==> src/rtl/rr_stream_mux.sv <==
// rr_stream_mux: N-channel, W-bit valid/ready stream multiplexer with one
// registered output stage. Arbitration is either round-robin (mode=0) from a
// rotating pointer, or a fixed channel chosen by sel (mode=1). Each output beat
// also carries the index of the channel it came from.
//
// Ports:
//   clk, rst_n        - clock, asynchronous active-low reset
//   in_data[N*W]      - channel i data in bits [i*W +: W]
//   in_valid[N]       - per-channel valid
//   in_ready[N]       - per-channel ready (combinational, at most one bit set)
//   mode              - 0: round-robin, 1: fixed channel sel
//   sel[SELW]         - channel used in mode 1; values >= N grant nothing
//   out_data[W]       - registered data
//   out_ch[SELW]      - registered source-channel index
//   out_valid         - registered valid
//   out_ready         - consumer ready
module rr_stream_mux #(
    parameter int N    = 8,
    parameter int W    = 8,
    parameter int SELW = $clog2(N)
) (
    input  logic            clk,
    input  logic            rst_n,
    input  logic [N*W-1:0]  in_data,
    input  logic [N-1:0]    in_valid,
    output logic [N-1:0]    in_ready,
    input  logic            mode,
    input  logic [SELW-1:0] sel,
    output logic [W-1:0]    out_data,
    output logic [SELW-1:0] out_ch,
    output logic            out_valid,
    input  logic            out_ready
);

    logic [SELW-1:0] ptr_q, ptr_d;
    logic [W-1:0]    out_data_q, out_data_d;
    logic [SELW-1:0] out_ch_q, out_ch_d;
    logic            out_valid_q, out_valid_d;

    logic            load;
    logic            grant_found;
    logic [SELW-1:0] grant_idx;
    logic [W-1:0]    grant_data;
    logic            xfer;

    // The output register can take a beat when empty or being drained this cycle.
    assign load = !out_valid_q || out_ready;

    // Channel search. In round-robin mode the scan starts at ptr_q and wraps;
    // ptr_q is always < N, so a single subtraction brings the index back in range
    // for any N, power of two or not.
    // NOTE: every signal written in an always_comb gets a default at the top so
    // no path leaves it unassigned (which would infer a latch).
    always_comb begin : grant_search
        int idx;
        grant_found = 1'b0;
        grant_idx   = '0;
        idx         = 0;
        if (mode) begin
            // Comparing against each legal index means sel >= N matches nothing.
            for (int i = 0; i < N; i++) begin
                if (sel == SELW'(i) && in_valid[i]) begin
                    grant_found = 1'b1;
                    grant_idx   = SELW'(i);
                end
            end
        end else begin
            for (int k = 0; k < N; k++) begin
                idx = int'(ptr_q) + k;
                if (idx >= N) begin
                    idx = idx - N;
                end
                if (!grant_found && in_valid[idx]) begin
                    grant_found = 1'b1;
                    grant_idx   = SELW'(idx);
                end
            end
        end
    end

    always_comb begin : data_select
        grant_data = '0;
        for (int i = 0; i < N; i++) begin
            if (grant_idx == SELW'(i)) begin
                grant_data = in_data[i*W +: W];
            end
        end
    end

    // rst_n gates the handshake so no producer sees ready while reset is held.
    assign xfer = rst_n && load && grant_found;

    always_comb begin : ready_decode
        in_ready = '0;
        for (int i = 0; i < N; i++) begin
            in_ready[i] = xfer && (grant_idx == SELW'(i));
        end
    end

    always_comb begin : next_state
        out_data_d  = out_data_q;
        out_ch_d    = out_ch_q;
        out_valid_d = out_valid_q;
        ptr_d       = ptr_q;
        if (xfer) begin
            // A load also covers the simultaneous drain: no bubble between beats.
            out_data_d  = grant_data;
            out_ch_d    = grant_idx;
            out_valid_d = 1'b1;
            // The pointer follows transfers in both modes so a return to
            // round-robin continues fairly after the last served channel.
            ptr_d       = (grant_idx == SELW'(N - 1)) ? '0 : grant_idx + SELW'(1);
        end else if (out_ready) begin
            out_valid_d = 1'b0;
        end
    end

    // NOTE: state registers use non-blocking assignments so every flop samples
    // the pre-edge value; the datapath is reset too because its reset value of
    // zero is externally visible.
    always_ff @(posedge clk or negedge rst_n) begin
        if (!rst_n) begin
            out_data_q  <= '0;
            out_ch_q    <= '0;
            out_valid_q <= 1'b0;
            ptr_q       <= '0;
        end else begin
            out_data_q  <= out_data_d;
            out_ch_q    <= out_ch_d;
            out_valid_q <= out_valid_d;
            ptr_q       <= ptr_d;
        end
    end

    assign out_data  = out_data_q;
    assign out_ch    = out_ch_q;
    assign out_valid = out_valid_q;

endmodule
==> config.mk <==
export PLATFORM = sky130hd
export DESIGN_NAME = rr_stream_mux
export DESIGN_NICKNAME = d
export VERILOG_FILES = /design/src/rtl/rr_stream_mux.sv
export SDC_FILE = /design/constraint.sdc
export NUM_CORES = 1
export LEC_CHECK = 0
export CORE_MARGIN = 5
export CORE_UTILIZATION = 51
export CTS_BUF_LIST = sky130_fd_sc_hd__clkbuf_8
export DETAILED_ROUTE_END_ITERATION = 6
export PLACE_DENSITY = 0.9
export SLEW_MARGIN = 10
export SYNTH_ARGS = -nofsm -noshare
export SYNTH_HDL_FRONTEND = slang
export SYNTH_SLANG_ARGS = --single-unit
==> constraint.sdc <==
create_clock -name clk -period 10.8 [get_ports clk]
set_input_delay 2.16 -clock clk [delete_from_list [all_inputs] [get_ports clk]]
set_output_delay 2.16 -clock clk [all_outputs]
set_load 0.01 [all_outputs]
## After elaboration in Yosys (flattened, before gate mapping)

Index checks and enable logic that the tools add are counted.

| storage, ports and cells | value |
|---|---|
| latch bits | 0 |
| output and inout port bits | 20 |
| RAM bits | 0 |
| bits in registers | 15 |
| logic and storage cells | 178 |
| input bits | 79 |
| memories kept | 0 |
| ROM bits | 0 |

| cells by class | value |
|---|---|
| magnitude comparators | 16 |
| multiply operators | 0 |
| bitwise operators | 0 |
| reductions and logical operators | 37 |
| divide/modulo/power cells | 0 |
| eq/ne operators | 14 |
| shift operators | 0 |
| add/subtract/negate cells | 16 |
| mux-type cells | 91 |

Operators by type and width:

| kind | count |
|---|---|
| 2-to-1 mux 32 bit | 16 |
| < comparator 32 x 5 -> 1 bit, second input constant | 8 |
| 2-to-1 mux 8 bit | 8 |
| 2-to-1 mux 3 bit | 16 |
| 2-to-1 mux 1 bit | 43 |
| subtractor 4 x 4 -> 5 bit, second input constant | 7 |
| >= comparator 4 bit, second input constant | 7 |
| logical AND 1 bit | 25 |
| binary-select mux 1 bit (select 3 bit) | 8 |
| equality test 3 bit, second input constant | 8 |
| adder 3 x 3 -> 4 bit, second input constant | 4 |
| equality test 3 x 2 -> 1 bit, second input constant | 4 |
| adder 3 x 2 -> 4 bit, second input constant | 2 |
| zero test 1 bit | 8 |
| equality test 3 x 1 -> 1 bit, second input constant | 2 |
| zero test 3 bit | 2 |
| subtractor 3 x 4 -> 5 bit, second input constant | 1 |
| adder 3 x 1 -> 4 bit, second input constant | 1 |
| >= comparator 3 x 4 -> 1 bit, second input constant | 1 |
| adder 3 x 1 -> 3 bit, second input constant | 1 |
| nonzero test 2 bit | 1 |
| logical OR 1 bit | 1 |

## Longest topological paths before layout

| logic depth | value |
|---|---|
| word-level depth | 45 |
| gate-level depth with buffers | 21 |
| depth with buffers taken out | 15 |

## Worst setup path before layout

Ideal clock, no wire load.

| path | value |
|---|---|
| path type | input to output |
| start point | input in_valid[4] |
| end point | output in_ready[2] |
| path slack | 3.601 ns |
| arrival time | 5.039 ns |
| required time | 8.640 ns |
| path buffers | 3 |
| cell stages on the path | 12 |
| cell sequence | clkbuf_1 mux4_2 mux2i_1 mux2_2 o21ai_0 a41oi_1 a221o_2 inv_1 ha_1 clkbuf_1 clkbuf_1 and3_1 |

| between the ends | value |
|---|---|
| word-level cells in the longest chain between the ends | 35 |
| elaborated cells on any way between the ends | 75 |
| those cells by class | eq/ne: 1; mux: 57; reduce/logical: 17 |

RTL lines:

| element | line | text |
|---|---|---|
| start, declared | 25 | `input logic [N-1:0] in_valid,` |
| binary-select mux 1 bit (select 3 bit) | 73 | `if (!grant_found && in_valid[idx]) begin` |
| 2-to-1 mux 1 bit (implied by the code) (2 in a row) | 73 |  |
| 2-to-1 mux 1 bit | 73 |  |
| 2-to-1 mux 1 bit | 59 | `if (mode) begin` |
| zero test 1 bit | 73 |  |
| logical AND 1 bit | 73 |  |
| 2-to-1 mux 1 bit | 73 |  |
| 2-to-1 mux 1 bit | 59 |  |
| [... 19 more ...] | - |  |
| 2-to-1 mux 1 bit | 59 |  |
| zero test 1 bit | 73 |  |
| logical AND 1 bit | 73 |  |
| 2-to-1 mux 3 bit | 73 |  |
| 2-to-1 mux 3 bit * | 59 |  |
| named net grant_idx[1] | 42 | `logic [SELW-1:0] grant_idx;` |
| equality test 3 x 2 -> 1 bit * | 96 | `in_ready[i] = xfer && (grant_idx == SELW'(i));` |
| logical AND 1 bit * | 96 |  |
| end, declared | 26 | `output logic [N-1:0] in_ready,` |

Mark *: on every way through the listed nets, which the timed path passes. The rest lies on a longest branch. The select of a mux whose other input is x is not followed.

## Final worst setup path

| path | value |
|---|---|
| start point | input in_valid[3] |
| end point | output in_ready[6] |

| between the ends | value |
|---|---|
| word-level cells in the longest chain between the ends | 35 |
| elaborated cells on any way between the ends | 77 |
| those cells by class | eq/ne: 1; mux: 59; reduce/logical: 17 |

RTL lines:

| element | line |
|---|---|
| binary-select mux 1 bit (select 3 bit) | 73 |
| 2-to-1 mux 1 bit (implied by the code) (2 in a row) | 73 |
| 2-to-1 mux 1 bit | 73 |
| 2-to-1 mux 1 bit | 59 |
| zero test 1 bit | 73 |
| logical AND 1 bit | 73 |
| 2-to-1 mux 1 bit | 73 |
| 2-to-1 mux 1 bit | 59 |
| [... 19 more ...] | - |
| 2-to-1 mux 1 bit | 59 |
| zero test 1 bit | 73 |
| logical AND 1 bit | 73 |
| 2-to-1 mux 3 bit | 73 |
| 2-to-1 mux 3 bit * | 59 |
| named net grant_idx[1] | 42 |
| equality test 3 bit * | 96 |
| logical AND 1 bit * | 96 |

Marked as above.

==> flow_summary_export.csv <==
group,metric,value,unit
outcome,status,"finished clean",
die,chipHeight,82.9,um
critical_path,arrival,6.42,ns
sta,slew_viol_final,0,
power_and_ir_drop,vdd_drop_max,0.145,mV
cts,cts_resized,0,
cts,cts_tree,"yes",
critical_path,cp.buffers_inverters,3,
logic_synthesis,yosysTopAreaCell,"mux4_2",
cts,max-clock-path-buffers,2,
critical_path,path_max_fanout,27,
logic_synthesis,synthTopCellsByArea,"mux4_2 14%, dfrtp_1 14%, mux2i_1 8.9%",
cts,clkSinkCount,15,
layout,syn_to_final_growth,35.9,%
grt,grtUsageTotal,26.6,%
power_and_ir_drop,p_comb_share,84.6,%
sta,fmaxAchievable,117,MHz
critical_path,cp_slowest_cell,"ha_1",
grt,grt_max_degree,28,
logic_synthesis,synth_compound_area_share,28.9,%
sta,fin_crit,8.58,ns
critical_path,cp_top_family,"multiplexers",
power_and_ir_drop,p_int,0.526,mW
cts,cts.clk_slew.worst_paths,0.06,ns
grt,met3_usage,5.05,%
routing,drt_wl_total,9350,um
power_and_ir_drop,p_per_area,300,nW/um^2
sta,grt_setup_unrepaired,"no",
sta,worst_slew_pin_slew,0.945,ns
critical_path,critPathKind,"in2out",
power_and_ir_drop,p_sw,0.577,mW
logic_synthesis,synth_top_family_by_area,"compound AO/OA/AOI/OAI gates",
die,start_util,52.7,%
routing,drtIter0Drc,291,
cts,insertion_delay,0.25,ns
sta,finalSetupViolations,0,
grt,grt_pass1_wl,15500,um
grt,grt_overflow,0,
logic_synthesis,yosys.area_share.simple,17.1,%
logic_synthesis,synth-adder-area-share,3.23,%
sta,maxSlewHeadroom,37.0,%
layout,drive_gt1_share,12.8,%
die,design.core.area,5140,um^2
logic_synthesis,synth_seq_area_share,13.9,%
grt,met2_usage,45.9,%
logic_synthesis,synth_fp_nets,396,
layout,fillCellCount,419,
die,fp-row-count,26,
logic_synthesis,ys.flop_type,"dfrtp_1",
sta,fin_tns_setup,0,ns
power_and_ir_drop,seq_power_share,11.3,%
power_and_ir_drop,switching_share,52.3,%
cts,h-tree-depth,1,
logic_synthesis,ys_types,63,
critical_path,path_cells,"clkdlybuf4s50_1, mux4_2, mux2i_1, mux2_2, o21ai_0, a41oi_1, a221o_2, inv_1, ha_1, and3_1, clkdlybuf4s50_1",
logic_synthesis,synth-xor-area-share,0.646,%
logic_synthesis,synth-seq-cells,15,
sta,clock-skew-final,0.00212,ns
logic_synthesis,syn_area,2710,um^2
routing,detail_route.wl_per_cell,20.6,um
logic_synthesis,async_flop_share,100,%
worst_hold_path,hp-class,"reg2reg",
grt,antenna_found_initial,0,
grt,busiest_layer,"met2",
placement,numPortBuffers,98,
critical_path,start_kind,"input pin",
die,die-area,6870,um^2
cts,cts_buffers,3,
sta,period_share,79.4,%
routing,drt-pass1-iter-count,5,
placement,gp_congestion,0.926,
critical_path,cp-end-kind,"output pin",
logic_synthesis,synth_edf_count,0,
critical_path,crit_path_frequent_cell,"clkdlybuf4s50_1",
critical_path,critPathRequiredTime,8.64,ns
cts,clock-root-buffer,"clkbuf_8",
layout,nets,470,
logic_synthesis,synth_area_per_cell,8.74,um^2
placement,place_inst,449,
logic_synthesis,syn_inst,310,
cts,cts_hold_buf,0,
grt,grt_pass1_vias,3062,
power_and_ir_drop,leakagePower,1.40,nW
routing,drcViolationCount,0,
die,num_io_pins,99,
critical_path,max_stage_delay,0.66,ns
grt,grtUsageMet1,33.4,%
sta,hold_violations,0,
routing,vias,3010,
cts,cts_setup_buffers,0,
layout,fin_cells,453,
die,die_w,82.9,um
layout,antenna_cells,0,
logic_synthesis,synth_top_area_share,14.1,%
flow_run,cap_violations,0,
routing,ant_nets,0,
routing,routed_via_density,6.64,
placement,dp_hpwl,7470,um
power_and_ir_drop,p_clk_share,4.1,%
logic_synthesis,synthMuxAreaShare,28.4,%
logic_synthesis,synth_warnings,0,
## cells in the final DEF (no fill, tap or decap), types with 3 or more instances in the layout
master	instances
o2111ai_1	8
o311ai_1	8
mux2i_1	24
nand2_1	35
mux2_2	9
nand3_1	8
o21ai_0	10
nor2b_1	13
and2_1	3
nor2_1	15
inv_1	13
a221oi_1	8
clkbuf_8	3
o2bb2ai_1	9
ha_1	7
clkdlybuf4s50_1	98
and3_1	4
mux4_2	17
dfrtp_1	15
a21oi_1	19
o21bai_1	8
nand2b_1	3
## area by class of cell
cell class / count / area, um^2 / area share [%]
clock buffer: 3 / 41.3 / 1.12
clock inverter: 1 / 3.75 / 0.102
inverter: 14 / 52.6 / 1.43
multi-input combinational: 250 / 2130 / 57.7
sequential: 15 / 375 / 10.2
tap: 70 / 87.6 / 2.38
timing repair buffer: 100 / 996 / 27.0
## final timing paths
| check | slack [ns] | cells past startpoint | endpoint | from |
|---|---|---|---|---|
| max in group asynchronous | 7.99 | 1 | out_ch[0]$_DFFE_PN0P_ | rst_n |
| min | 0.48 | 2 | out_ch[2]$_DFFE_PN0P_ | out_ch[2]$_DFFE_PN0P_ |
| min in group asynchronous | 2.35 | 1 | out_valid$_DFFE_PN0P_ | rst_n |
| min reg2reg | 0.48 | 2 | out_ch[2]$_DFFE_PN0P_ | out_ch[2]$_DFFE_PN0P_ |
| max reg2reg | 4.36 | 12 | out_data[4]$_DFFE_PN0P_ | ptr_q[0]$_DFFE_PN0P_ |
| max | 2.22 | 11 | in_ready[6] | in_valid[3] |
## stage by stage
step / hold slack (ns) / setup slack, ns / power, mW / util [%] / cell area [um^2]
2_1_floorplan: 0.514 / 3.60 / 0.828 / - / 2710
3_3_place_gp: 0.459 / 2.41 / 1.03 / 70.8 / 3640
3_5_place_dp: 0.463 / 2.26 / 1.04 / 70.8 / 3640
4_1_cts: 0.479 / 2.24 / 1.09 / 71.7 / 3680
5_1_grt: 0.518 / 2.01 / 1.19 / 71.7 / 3680
6_report: 0.476 / 2.22 / 1.10 / 71.7 / 3680
## per-layer routing
layer | up-vias | share of wire, %
met3 | 27 | 9.8
met5 | - | 0
met2 | 202 | 49
li1 | 1352 | -
met4 | 0 | 2.8
met1 | 1429 | 38
## sequential cells by signal, summed over array words and instances, names as in the netlist
register,flops
out_data,8
out_valid,1
ptr_q,3
out_ch,3
## cells by family after synthesis
group / after synthesis
compound gates: 97
fa+ha+maj: 7
buf+inv: 45
mux: 53
simple gates: 91
flops: 15
xor+xnor: 2
## tightest hold or removal path, delay by kind of cell (launching register included)
family | cells | cell delay (ns)
flops | 1 | 0.34
simple gates | 2 | 0.10
## cell usage after synthesis, drive strengths merged (2+ instances only)
library cell	n
nand2	36
nand3	8
dfrtp	15
clkbuf	19
a221o	2
nor3b	2
inv	14
mux2i	25
mux2	11
and2	3
a21oi	19
o32ai	2
o21bai	8
ha	7
nor2b	13
o2bb2ai	9
buf	12
a41oi	2
o2111ai	8
a211oi	2
a2111oi	2
o311ai	9
nand2b	3
a31o	2
and3	4
a221oi	9
o221ai	2
nor2	16
o21ai	10
nand3b	2
mux4	17
## power by group through the flow
| stage | Clock [mW] | Combinational [mW] | Sequential, mW |
|---|---|---|---|
| CTS | 0.0461 | 0.918 | 0.126 |
| detailed placement | 0 | 0.914 | 0.127 |
| finish | 0.0453 | 0.933 | 0.125 |
| global placement | 0 | 0.902 | 0.124 |
| global route | 0.0489 | 1.01 | 0.132 |
| floorplan | 0 | 0.717 | 0.111 |
Power figures use the tool's default switching activity.
==> RTL change (config.mk and constraints unchanged) <==
`W`: 8 -> 10.
--- a/src/rtl/rr_stream_mux.sv
+++ b/src/rtl/rr_stream_mux.sv
@@ -18,3 +18,3 @@
     parameter int N    = 8,
-    parameter int W    = 8,
+    parameter int W    = 10,
     parameter int SELW = $clog2(N)
Interface: changed (resized in_data and out_data); port bits go from 99 to 117. The function was not compared with the original's and may differ.
==> RTL change against the original RTL <==
- synthesized cell count up 11%
- final area is 5.5% higher
- sequential cell count rose by 2
- clock skew increased by 1.8 ps
- via count up 8.7%
- synthesized area is 0.28% higher
- register-to-register slack better by 380 ps
- worst setup slack worse by 240 ps
- total power shrank 5.4%
- critical path depth rose by 1
- fmax decreased by 2.7%
- utilization up 4.0 points
- routed wire length grew 2.4%
- hold slack better by 18 ps
- critical path type unchanged
- largest cell class unchanged
- largest power group unchanged
- highest routed layer unchanged
==> RTL change: results (changes against the original RTL) <==
[sta]
layout_min_cycle_time_ps = 8817  ; was 8575 ps
slew_headroom_pct = 29.86  ; was 37.02%
fin_skew_ps = 3.962  ; was 2.116 ps

[grt]
grt_antenna_before_repair = 0  ; unchanged
grt.total_usage_pct = 25.88  ; was 26.63%
use_met3_pct = 4.158  ; was 5.050%
met1_usage_pct = 31.02  ; was 33.35%
met2_usage_pct = 47.52  ; was 45.92%
grt_pass1_vias = 3188  ; was 3,062
grt_start_max_net_pins = 26  ; was 28

[synth]
synth_most_common_cell = nor2_1  ; was nand2_1
seq_area_frac_synth_pct = 15.65  ; was 13.85%
synthTopCellsByArea = dfrtp_1, mux4_2, a221oi_1, nand2b_1, nor2_1  ; was mux4_2, dfrtp_1, mux2i_1, nand2_1, mux2_2
synth_nets = 447  ; was 396
ys_types = 53  ; was 63
netlist_instances = 344  ; was 310
synth_common_cells = nor2_1, nand2b_1, nand2_1  ; was nand2_1, mux2i_1, a21oi_1, clkbuf_1, mux4_2

[route]
post_drt_wl_per_cell_microns = 18.78  ; was 20.64 microns
drt_iter0_markers = 223  ; was 291
vias = 3272  ; was 3,010

[placed_design]
gp_congestion = 0.9355  ; was 0.9263
dp_cells = 506  ; was 449
portBuffers = 116  ; was 98
hpwl_microns = 7665  ; was 7473 microns

[run_status]
outcome = finished clean  ; unchanged

[power]
p_leak_uw = 0.001618  ; was 0.001397 uW
ir_drop_uv = 149.6  ; was 145.4 uV
sw_frac_of_total_pct = 51.28  ; was 52.33%

[clocking]
postCtsSetupBuffers = 0  ; unchanged

[finish]
final_net_count = 544  ; was 470
largest_register_ff_count = 10  ; was 8
final_layout_size_suffix_gt1_share_pct = 6.818  ; was 12.79%

[worst_setup_path]
crit_fanout = 25  ; was 27
critPathMaxStageDelay_ps = 820  ; was 660 ps
arrival_ps = 6660  ; was 6420 ps

RTL change: final timing paths:
| check | start | endpoint | slack [ps] | cells after the start |
|---|---|---|---|---|
| hold reg to reg | out_ch[0] | out_ch[0] | 490 | 2 |
| setup / recovery | in_valid[3] | in_ready[1] | 1980 | 12 |
| hold / removal | out_ch[0] | out_ch[0] | 490 | 2 |
| max in group asynchronous | rst_n | ptr_q[0] | 7910 | 1 |
| setup reg to reg | ptr_q[0] | out_data[2] | 4740 | 17 |
| min in group asynchronous | rst_n | out_data[4] | 2380 | 1 |
RTL change: kinds of logic (layout without fill, tap and decap cells):
family | after synthesis | count (layout) | share of synthesized area (%)
simple gates | 131 | 131 | 25.51
compound gates | 117 | 117 | 30.11
buf+inv | 38 | 134 | 6.538
mux | 31 | 31 | 17.86
flops | 17 | 17 | 15.65
fa+ha+maj | 8 | 8 | 3.683
xor+xnor | 2 | 2 | 0.6447
RTL change: metal layers:
layer  vias to the layer above  routed length, microns
met3                        17                     817
met1                      1559                    3673
li1                       1499                       -
met2                       197                    4906
met5                         -                       0
met4                         0                     182
RTL change: stage by stage:
step	util (%)	area [sq um]	setup slack, ps	total power, uW
6_report	75.63	3887	1983	1043
5_1_grt	75.63	3887	1816	1113
2_1_floorplan	-	2718	3802	749.3
3_3_place_gp	74.73	3841	2256	952.7
3_5_place_dp	74.73	3841	2100	972.2
4_1_cts	75.63	3887	2083	1025
RTL change: power groups by stage:
stage | combinational (uW) | sequential, uW | clock, uW
6_report | 849 | 144 | 49.6
2_1_floorplan | 625 | 124 | 0
3_3_place_gp | 810 | 143 | 0
3_5_place_dp | 827 | 145 | 0
5_1_grt | 910 | 150 | 51.9
4_1_cts | 831 | 144 | 49.5
RTL change: area by class of cell:
class | count | area, sq um
clock buffer | 3 | 41.29
clock inverter | 1 | 5.005
tap | 70 | 87.58
timing repair buffer | 116 | 1161
inverter | 14 | 52.55
multi-input combinational | 289 | 2115
sequential | 17 | 425.4
fill | 381 | 1252
RTL change: critical path, delay by kind of cell:
family	cells	cell delay (ps)
fa+ha+maj	1	820
buf+inv	2	1180
mux	2	730
simple gates	2	640
compound gates	5	1120
